--- src/rtl/ssd1331_spi_arbiter_pkg.sv ---
// Shared types and constants for the SSD1331 MOSI-buffer arbiter.
// Holds the arbiter state encoding, the length field width and the default BUSY timeout.
package ssd1331_spi_arbiter_pkg;

    typedef enum logic [2:0] {
        S_IDLE,
        S_CAPTURE,
        S_START,
        S_BUSY,
        S_DONE,
        S_REJECT
    } state_t;

    localparam int LEN_W           = 5;
    localparam int TIMEOUT_DEFAULT = 4096;

    // A burst length is usable only if it is non-zero and fits the buffer depth.
    function automatic logic lenValid(input logic [LEN_W-1:0] len, input int depth);
        return (len != '0) && (int'(len) <= depth);
    endfunction

endpackage

--- src/rtl/ssd1331_rr_picker.sv ---
// Combinational round-robin select: the first asserted request after i_ptr wins.
// The search wraps around, so i_ptr itself has the lowest priority.
module ssd1331_rr_picker
    import ssd1331_spi_arbiter_pkg::*;
#(
    parameter int NREQ = 3,
    parameter int IDXW = $clog2(NREQ)
) (
    input  logic [NREQ-1:0] i_req,
    input  logic [IDXW-1:0] i_ptr,
    output logic [NREQ-1:0] o_gnt,
    output logic            o_valid,
    output logic [IDXW-1:0] o_idx
);

    logic [IDXW-1:0] w_cand;

    always_comb begin
        o_gnt   = '0;
        o_valid = 1'b0;
        o_idx   = '0;
        w_cand  = '0;
        for (int off = 1; off <= NREQ; off++) begin
            w_cand = IDXW'((int'(i_ptr) + off) % NREQ);
            if (!o_valid && i_req[w_cand]) begin
                o_valid       = 1'b1;
                o_idx         = w_cand;
                o_gnt[w_cand] = 1'b1;
            end
        end
    end

endmodule

--- src/rtl/ssd1331_spi_arbiter.sv ---
// Round-robin arbiter sharing one MOSI burst buffer between several requesters.
// Captures the granted payload, starts the buffer once and reports done/timeout back.
module ssd1331_spi_arbiter
    import ssd1331_spi_arbiter_pkg::*;
#(
    parameter int WIDTH   = 8,
    parameter int N       = 8,
    parameter int NREQ    = 3,
    parameter int TIMEOUT = TIMEOUT_DEFAULT
) (
    input  logic                      i_SCK,
    input  logic                      i_RST_N,
    input  logic [NREQ-1:0]           i_REQ,
    input  logic [NREQ*WIDTH*N-1:0]   i_REQ_DATA,
    input  logic [NREQ*N-1:0]         i_REQ_DC,
    input  logic [NREQ*LEN_W-1:0]     i_REQ_LEN,
    output logic [NREQ-1:0]           o_ACK,
    output logic [NREQ-1:0]           o_GNT,
    output logic [NREQ-1:0]           o_DONE,
    output logic                      o_ERR,
    output logic [WIDTH*N-1:0]        o_BUF_DATA,
    output logic [N-1:0]              o_BUF_DC,
    output logic [LEN_W-1:0]          o_BUF_N_TRANSMIT,
    output logic                      o_BUF_START,
    input  logic                      i_BUF_FINAL_BYTE,
    input  logic                      i_MOSI_FINAL_BIT
);

    localparam int IDXW  = $clog2(NREQ);
    localparam int CNT_W = $clog2(TIMEOUT);
    localparam int PW    = WIDTH * N;

    state_t           r_state;
    state_t           w_stateNext;
    logic [IDXW-1:0]  r_ptr;
    logic [IDXW-1:0]  r_idx;
    logic [IDXW-1:0]  w_idx;
    logic [NREQ-1:0]  r_gnt;
    logic [NREQ-1:0]  w_pick;
    logic [NREQ-1:0]  w_idxOneHot;
    logic             w_valid;
    logic             w_lenOk;
    logic             w_complete;
    logic             w_timeout;
    logic             r_err;
    logic [LEN_W-1:0] w_len;
    logic [CNT_W-1:0] r_cnt;
    logic [CNT_W-1:0] w_cntNext;
    logic [PW-1:0]    r_bufData;
    logic [N-1:0]     r_bufDc;
    logic [LEN_W-1:0] r_bufLen;

    ssd1331_rr_picker #(
        .NREQ (NREQ),
        .IDXW (IDXW)
    ) u_picker (
        .i_req   (i_REQ),
        .i_ptr   (r_ptr),
        .o_gnt   (w_pick),
        .o_valid (w_valid),
        .o_idx   (w_idx)
    );

    assign w_len       = i_REQ_LEN[int'(w_idx)*LEN_W +: LEN_W];
    assign w_lenOk     = lenValid(w_len, N);
    assign w_complete  = i_BUF_FINAL_BYTE & i_MOSI_FINAL_BIT;
    assign w_cntNext   = r_cnt + 1'b1;
    assign w_idxOneHot = NREQ'(1) << r_idx;

    // ACK is raised in the IDLE cycle itself so the buffer can start two cycles later;
    // it is masked by reset so a held request cannot leak out while the block is held in reset.
    assign o_ACK            = (r_state == S_IDLE && w_valid && i_RST_N) ? w_pick : '0;
    assign o_GNT            = r_gnt;
    assign o_DONE           = (r_state == S_DONE || r_state == S_REJECT) ? w_idxOneHot : '0;
    assign o_ERR            = (r_state == S_REJECT) || (r_state == S_DONE && r_err);
    assign o_BUF_START      = (r_state == S_START) && !i_BUF_FINAL_BYTE;
    assign o_BUF_DATA       = r_bufData;
    assign o_BUF_DC         = r_bufDc;
    assign o_BUF_N_TRANSMIT = r_bufLen;

    always_ff @(posedge i_SCK or negedge i_RST_N) begin
        if (!i_RST_N) begin
            r_state <= S_IDLE;
        end else begin
            r_state <= w_stateNext;
        end
    end

    // Completion is checked before the timeout so a coincident finish is never flagged.
    always_comb begin
        w_stateNext = r_state;
        w_timeout   = 1'b0;
        case (r_state)
            S_IDLE: begin
                if (w_valid) begin
                    w_stateNext = w_lenOk ? S_CAPTURE : S_REJECT;
                end
            end
            S_CAPTURE: w_stateNext = S_START;
            S_START: begin
                if (!i_BUF_FINAL_BYTE) begin
                    w_stateNext = S_BUSY;
                end
            end
            S_BUSY: begin
                if (w_complete) begin
                    w_stateNext = S_DONE;
                end else if (w_cntNext == CNT_W'(TIMEOUT - 1)) begin
                    w_stateNext = S_DONE;
                    w_timeout   = 1'b1;
                end
            end
            S_DONE:   w_stateNext = S_IDLE;
            S_REJECT: w_stateNext = S_IDLE;
            default:  w_stateNext = S_IDLE;
        endcase
    end

    always_ff @(posedge i_SCK or negedge i_RST_N) begin
        if (!i_RST_N) begin
            r_ptr     <= '0;
            r_idx     <= '0;
            r_gnt     <= '0;
            r_err     <= 1'b0;
            r_cnt     <= '0;
            r_bufData <= '0;
            r_bufDc   <= '0;
            r_bufLen  <= '0;
        end else begin
            case (r_state)
                S_IDLE: begin
                    if (w_valid) begin
                        r_idx <= w_idx;
                        if (w_lenOk) begin
                            r_gnt     <= w_pick;
                            r_bufData <= i_REQ_DATA[int'(w_idx)*PW +: PW];
                            r_bufDc   <= i_REQ_DC[int'(w_idx)*N +: N];
                            r_bufLen  <= w_len;
                        end
                    end
                end
                S_BUSY: begin
                    r_cnt <= w_cntNext;
                    if (w_timeout) begin
                        r_err <= 1'b1;
                    end
                end
                S_DONE: begin
                    r_ptr <= r_idx;
                    r_cnt <= '0;
                    r_err <= 1'b0;
                    r_gnt <= '0;
                end
                S_REJECT: r_ptr <= r_idx;
                default: ;
            endcase
        end
    end

endmodule

--- config.mk ---
export PLATFORM = sky130hd
export DESIGN_NAME = ssd1331_spi_arbiter
export DESIGN_NICKNAME = d
export VERILOG_FILES = /design/src/rtl/ssd1331_spi_arbiter_pkg.sv /design/src/rtl/ssd1331_rr_picker.sv /design/src/rtl/ssd1331_spi_arbiter.sv
export SDC_FILE = /design/constraint.sdc
export NUM_CORES = 1
export LEC_CHECK = 0
export BUFFER_PORTS_ARGS = -buffer_cell sky130_fd_sc_hd__buf_2
export CAP_MARGIN = 20
export CORE_AREA = 3 3 149 151
export CTS_BUF_LIST = sky130_fd_sc_hd__clkbuf_16
export DETAILED_ROUTE_END_ITERATION = 6
export DIE_AREA = 0 0 152 154
export SYNTH_ARGS = -nofsm -noshare
export SYNTH_HDL_FRONTEND = slang
export SYNTH_HIERARCHICAL = 1
export SYNTH_SLANG_ARGS = --single-unit
--- constraint.sdc ---
create_clock -name i_SCK -period 3 [get_ports i_SCK]
set_input_delay 0 -clock i_SCK [delete_from_list [all_inputs] [get_ports i_SCK]]
set_output_delay 0 -clock i_SCK [all_outputs]
set_load 0.02 [all_outputs]
==> results of run 1 <==
-- cell usage after synthesis, drive strengths merged, types with 5 or more instances --
master  instances
o211ai          5
clkbuf         32
and3            5
nor3b           5
ha              7
o31ai           5
o21ai          98
nor2           15
buf            14
nand2          93
nand4           5
mux2           77
mux2i          84
dfrtp         100
inv            15
a21oi           5
-- through the flow --
stage	power, uW	cells	util [%]	area, um^2	TNS [ns]
6_report	10610	1294	45.20	9472	-10.55
5_1_grt	11380	1294	45.20	9472	-23.25
4_1_cts	10390	1289	44.44	9311	-10.79
3_5_place_dp	8888	1213	39.98	8378	-12.30
3_3_place_gp	8799	1213	39.98	8378	-4.406
2_1_floorplan	6941	627	-	6352	-7.865
-- cells by family after synthesis --
kind of cell / after synthesis / synth area share (%)
XOR/XNOR: 4 / 0.5600
multiplexers: 161 / 28.85
flip-flops: 100 / 39.99
adder cells (fa/ha/maj): 7 / 1.400
AO/OA/AOI/OAI: 139 / 13.06
buffers and inverters: 61 / 4.519
AND/OR/NAND/NOR: 155 / 11.62
-- power breakdown --
| group | total [uW] | internal [uW] | leakage, uW | switching, uW |
|---|---|---|---|---|
| clock | 1130 | 579 | 0.000140 | 548 |
| sequential | 2370 | 1960 | 0.00124 | 412 |
| combinational | 7110 | 3410 | 0.00314 | 3700 |
-- metal layers --
| metal | share of wire (%) | global-route usage [%] | wire length [um] |
|---|---|---|---|
| met5 | 0 | 0 | 0 |
| met4 | 1.4 | 3.853 | 283 |
| met3 | 6.3 | 3.912 | 1282 |
| met2 | 50 | 28.75 | 10060 |
| met1 | 43 | 21.01 | 8692 |
-- critical path: cells and delay by family, from the launching register on --
kind	cells	cell delay, ns
buf+inv	5	0.70
flops	1	0.40
compound gates	5	0.92
fa+ha+maj	1	0.29
mux	3	0.74
-- final timing paths --
kind	to	slack, ns	cells after the start
setup / recovery	o_BUF_DATA[58]$_DFFE_PN0P_	-0.17	14
max in group asynchronous	o_BUF_DATA[35]$_DFFE_PN0P_	2.07	3
hold / removal	o_BUF_DC[7]$_DFFE_PN0P_	0.01	4
hold reg to reg	r_cnt[11]$_DFFE_PN0P_	0.50	1
min in group asynchronous	r_idx[0]$_DFFE_PN0P_	0.23	2
setup reg to reg	o_BUF_DATA[58]$_DFFE_PN0P_	-0.17	14
-- cells in the final DEF, fill, tap and decap left out, types with 5 or more instances in the layout --
| cell type | n |
|---|---|
| dfrtp_1 | 99 |
| dlygate4sd3_1 | 48 |
| o211ai_1 | 5 |
| a21oi_1 | 5 |
| mux2_4 | 30 |
| buf_4 | 39 |
| clkbuf_16 | 10 |
| buf_12 | 9 |
| nor2_1 | 15 |
| inv_1 | 14 |
| nand4_1 | 5 |
| nor3b_1 | 5 |
| ha_1 | 6 |
| nand2_1 | 92 |
| o21ai_0 | 95 |
| mux2i_1 | 80 |
| and3_1 | 5 |
| mux2_2 | 47 |
| buf_2 | 324 |
-- flip-flops by register name, indices dropped and copies added, names as in the netlist --
name and cells:
r_idx 2, o_BUF_DATA 64, r_err 1, o_BUF_DC 8, o_BUF_N_TRANSMIT 5, o_GNT 3
r_ptr 2, r_state 3, r_cnt 12
-- layout make-up --
| class | instances | area (um^2) |
|---|---|---|
| Timing Repair Buffer | 423 | 2626 |
| Inverter | 15 | 56.30 |
| Fill cell | 2018 | 11480 |
| Tap cell | 275 | 344.1 |
| Clock inverter | 6 | 57.56 |
| Multi-Input combinational cell | 466 | 3659 |
| Clock buffer | 9 | 225.2 |
| Sequential cell | 100 | 2504 |
-- what timing repair did --
action	CTS	global route
hold buffers	48	0
pin swaps	5	7
gates resized for setup	9	23
cloned	1	1
endpoints found under the setup margin	73	81
endpoints found under the hold margin	95	0
buffers inserted	12	6
==> results.tsv, run 1 <==
metric	value	unit
yosysTopAreaCellShare	39.99	%
status	complete, but fails checks	
crit_chain	inv_2 > ha_4 > mux2i_2 > o21ai_2 > o31ai_4 > buf_12 > mux2i_2 > a2bb2oi_2 > buf_4 > a31oi_4 > o211a_4 > buf_4 > buf_12 > mux2_4	
whs	0.01085	ns
grt_usage	16.57	%
rsz0062_at_grt	true	
dieWidth	152	um
cts_max_level	3	
crit_required	3.23	ns
start_util	29.86	%
ys_types	54	
r2r_start	r_ptr[0]$_DFFE_PN0P_	
diodes	0	
critPathArrivalTime	3.40	ns
clk_latency	0.35	ns
yosys_warnings	6	
wire_per_inst	15.71	um
drt-pass1-iter-count	4	
final_nets	1260	
hold_path.class	in2reg	
cts_tree	done	
cts_buffers	9	
clockRootBuffer	clkbuf_16	
dp_hpwl	15260	um
syn-instance-count	627	
ir_worst_vdd	0.5751	mV
leakage	0.004525	uW
min_from	i_REQ_DC[15]	
slowest_delay	0.40	ns
synth.largest_area_cell	dfrtp_1	
synth_area_leaders	dfrtp_1 40%, mux2i_1 13%, mux2_2 9.2%, o21ai_0 7.6%, mux2_4 6.2%	
die-height	154	um
synth_area_per_cell	9.980	um^2
dr_total_vias	6089	
cap_violations	0	
finalClockSkew	0.01066	ns
ys_ff_latch	100	
drv_slew	0	
cpMaxStageDelayCell	dfrtp_1	
clkTransAtPathRegs	0.07	ns
grt_max_degree	53	
antenna_found_initial	0	
power.density	1120	nW/um^2
ys_async_sr_fraction	100.0	%
synth_nets	872	
grt_pass1_vias	6221	
crit_fanout	8	
first_iter_violations	178	
violations	negative setup slack	
clock-sinks	100	
rows	53	
finalHoldViolations	0	
worstMarginPinSlew	0.7146	ns
max_freq	0.3158	GHz
path_class	reg2reg	
ioPinCount	326	
ys.flop_type	dfrtp_1	
grt_overflow	0	
setup_slack	-0.1661	ns
crit_path_start	r_ptr[0]$_DFFE_PN0P_	
clk_path_buf_depth	2	
routed_wl	20320	um
critPathLaunchType	flop	
grt_pass1_wl	32110	um
period_minus_slack	3.166	ns
drc	0	
yosysSeqAreaShare	39.99	%
syn_to_final_growth	51.37	%
syn_area	6257	um^2
slew-limit-headroom	52.19	%
drtAntennaViolNets	0	
synth-edff-count	0	
place_congestion	0.8710	
vias_per_cell	4.706	
setup-violations-final	74	
coreArea	20960	um^2
endpoint_kind	flop	
die_area	23410	um^2
io_buffers	325	
place_ws	-0.2129	ns
drive_gt1_share	48.68	%
post-route-period-util	105.5	%
(Power assumes the default switching activity.)
==> inputs of run 2 (changes only) <==
--- a/config.mk
+++ b/config.mk
@@ -7,10 +7,10 @@
 export LEC_CHECK = 0
 export BUFFER_PORTS_ARGS = -buffer_cell sky130_fd_sc_hd__buf_2
 export CAP_MARGIN = 20
-export CORE_AREA = 3 3 149 151
+export CORE_AREA = 2 2 148 150
 export CTS_BUF_LIST = sky130_fd_sc_hd__clkbuf_16
 export DETAILED_ROUTE_END_ITERATION = 6
-export DIE_AREA = 0 0 152 154
+export DIE_AREA = 0 0 150 152
 export SYNTH_ARGS = -nofsm -noshare
 export SYNTH_HDL_FRONTEND = slang
 export SYNTH_HIERARCHICAL = 1
==> constraint.sdc (replaced) <==
create_clock -name i_SCK -period 3 [get_ports i_SCK]
set_input_delay 0 -clock i_SCK [delete_from_list [all_inputs] [get_ports i_SCK]]
set_output_delay 0 -clock i_SCK [all_outputs]
set_load 0.005 [all_outputs]
==> run 2 against run 1 <==
Effect of this change: the flow still finishes with violations (negative setup slack); critical path depth unchanged; die area fell by 2.6%; first-iteration DRC count grew 9.0%; fmax fell by 1.9%; wire length shrank 3.7%; flip-flop and latch count unchanged; final cell count unchanged; sequential power barely moved; clock skew decreased by 0.0034 ns; setup slack got worse by 0.063 ns; design area grew 1.7%; largest power group unchanged.
==> results.tsv, run 2 (same netlist as run 1, synthesis figures left out) <==
metric	value	unit	change
status	complete, but fails checks		
violations	negative setup slack		
first_iter_violations	194		+9.0%
sequentialPowerShare	22.8	%	+0.4 points
ioPinCount	326		unchanged
drt-pass1-iter-count	4		unchanged
ir_worst_vdd	0.5663	mV	-1.5%
worstRegToRegCells	14		unchanged
setup-violations-final	76		+2.7%
crit_required	3.23	ns	about the same
r2r_start	r_ptr[0]$_DFFE_PN0P_		
crit_fanout	8		unchanged
dr_total_vias	6055		-0.56%
r2r_slack	-0.23	ns	-0.06 ns
final_nets	1254		-0.48%
wire_per_inst	15.12	um	-3.7%
dp.cells	1222		+0.74%
grt_pass1_vias	5943		-4.5%
power.density	1081	nW/um^2	-3.5%
slew-limit-headroom	50.23	%	-2.0 points
place_congestion	0.8428		-3.2%
finalNonFillerCells	1294		unchanged
diodes	0		unchanged
drc	0		unchanged
crit_path_start	r_ptr[0]$_DFFE_PN0P_		
dp_hpwl	14140	um	-7.4%
p_sw_share	39.55	%	-4.4 points
die-height	152	um	-1.3%
clock-sinks	100		unchanged
largest_register_ffs	64		unchanged
setup_slack	-0.2290	ns	-0.06281 ns
critPathArrivalTime	3.46	ns	+0.06 ns
final_common_cell	buf_2		
start_util	29.31	%	-0.55 points
period_minus_slack	3.229	ns	+0.06281 ns
die_area	22800	um^2	-2.6%
endpoint_kind	flop		
io_buffers	325		unchanged
post-route-period-util	107.6	%	+2.1 points
hold_path.class	in2reg		
rows	54		+1.9%
cap_violations	0		unchanged
fill_cells	2027		+0.45%
coreArea	21350	um^2	+1.9%
whs_endpoint	o_BUF_DATA[2]$_DFFE_PN0P_		
pwr-share-comb	65.5	%	-1.5 points
final_cell_mix	324 x buf_2, 99 x dfrtp_1, 95 x o21ai_0		
max_freq	0.3097	GHz	-1.9%
leakage	0.004636	uW	+2.4%
grt_pass1_wl	30170	um	-6.0%
cellInternalPower	6294	uW	+5.8%
rr_endpoint	o_BUF_DATA[50]$_DFFE_PN0P_		
dpl_cell_area	8402	um^2	+0.28%
clockPowerShare	11.7	%	+1.1 points
rsz0062_at_grt	true		
critPathLaunchType	flop		
routed_wl	19570	um	-3.7%
p_switching	4117	uW	-12%
hold_depth	4		unchanged
cts_tree	done		
clockRootBuffer	clkbuf_16		
drtAntennaViolNets	0		unchanged
vias_per_cell	4.679		-0.56%
finalClockSkew	0.007223	ns	-0.003436 ns
clk_latency	0.35	ns	about the same
min_from	i_REQ_DATA[66]		
clkTransAtPathRegs	0.08	ns	about the same
syn_to_final_growth	53.87	%	
finalHoldViolations	0		unchanged
grt_usage	16.53	%	-0.048 points
dieWidth	150	um	-1.3%
grt_max_degree	47		-11%
grt_overflow	0		unchanged
worstMarginPinSlew	0.7438	ns	+0.02926 ns
drv_slew	0		unchanged
antenna_found_initial	0		unchanged
path_class	reg2reg		
final_cell_area	9628	um^2	+1.7%
cts_buffers	9		unchanged
cts_max_level	3		unchanged
clk_path_buf_depth	2		unchanged
drive_gt1_share	49.21	%	+0.54 points
-- run 2: cell types whose count changed in the layout (fill, tap and decap cells not counted), sizes merged --
cell and delta:
dlygate4sd3 -8, clkbuf +3, buf -1, bufinv +1
-- run 2: per-stage QoR --
step / setup TNS (ns) / setup slack [ns] / total power [uW] / hold slack [ns] / utilization (%)
4_1_cts: -7.753 / -0.1460 / 9721 / 0.001798 / 42.96
3_3_place_gp: -5.050 / -0.08544 / 8176 / 0.04725 / 39.35
5_1_grt: -22.62 / -0.3325 / 11220 / 0.004576 / 45.09
2_1_floorplan: -7.865 / -0.1523 / 6322 / -0.2956 / -
6_report: -14.84 / -0.2290 / 10410 / 0.005438 / 45.09
3_5_place_dp: -11.10 / -0.1798 / 8293 / 0.05138 / 39.35
-- run 2: what timing repair did --
item | 4_1_cts | 5_1_grt
hold endpoints to repair | 79 | 0
cloned | 0 | 6
buffers inserted | 5 | 7
pin swaps | 1 | 13
resized for setup | 6 | 65
hold buffers | 40 | 0
endpoints found under the setup margin | 73 | 81
-- run 2: metal layers --
metal / part of all wire (%) / GRT usage (%) / up-vias
li1: - / - / 3005
met1: 43 / 20.53 / 2820
met2: 50 / 28.88 / 207
met3: 5.4 / 2.673 / 23
met4: 1.9 / 5.615 / 0
met5: 0 / 0 / -
-- run 2: critical path, cell delays in order, from the launching register on --
cell       delay (ns)
dfrtp_1          0.39
inv_2            0.07
ha_4             0.29
mux2i_1          0.22
o21ai_2          0.13
o31ai_4          0.29
buf_12           0.17
mux2i_2          0.23
a2bb2oi_2        0.20
buf_4            0.15
a31oi_4          0.08
o211a_4          0.26
buf_12           0.16
clkbuf_16        0.17
mux2_4           0.29
-- run 2: power by group through the flow --
| stage | clock (uW) | sequential, uW | combinational [uW] |
|---|---|---|---|
| 2_1_floorplan | 0 | 2340 | 3990 |
| 3_3_place_gp | 0 | 2360 | 5810 |
| 3_5_place_dp | 0 | 2360 | 5930 |
| 4_1_cts | 1260 | 2360 | 6100 |
| 5_1_grt | 1330 | 2470 | 7420 |
| 6_report | 1220 | 2380 | 6820 |
-- run 2: worst max path at each step --
| stage | to | cells after the start |
|---|---|---|
| floorplan | o_BUF_DATA[0]$_DFFE_PN0P_ | 16 |
| global placement | o_BUF_DATA[23]$_DFFE_PN0P_ | 13 |
| detailed placement | o_BUF_DC[7]$_DFFE_PN0P_ | 13 |
| CTS | o_BUF_DATA[16]$_DFFE_PN0P_ | 12 |
| global route | o_BUF_DATA[12]$_DFFE_PN0P_ | 14 |
| finish | o_BUF_DATA[50]$_DFFE_PN0P_ | 14 |
-- run 2: layout make-up --
type | instances | area, um^2 | share of cell area (%)
clock buffer | 9 | 225.2 | 2.339
clock inverter | 7 | 81.33 | 0.8447
inverter | 15 | 56.30 | 0.5848
multi-input combinational | 466 | 3794 | 39.40
sequential | 100 | 2504 | 26.00
tap | 280 | 350.3 | 3.639
timing repair buffer | 417 | 2618 | 27.19
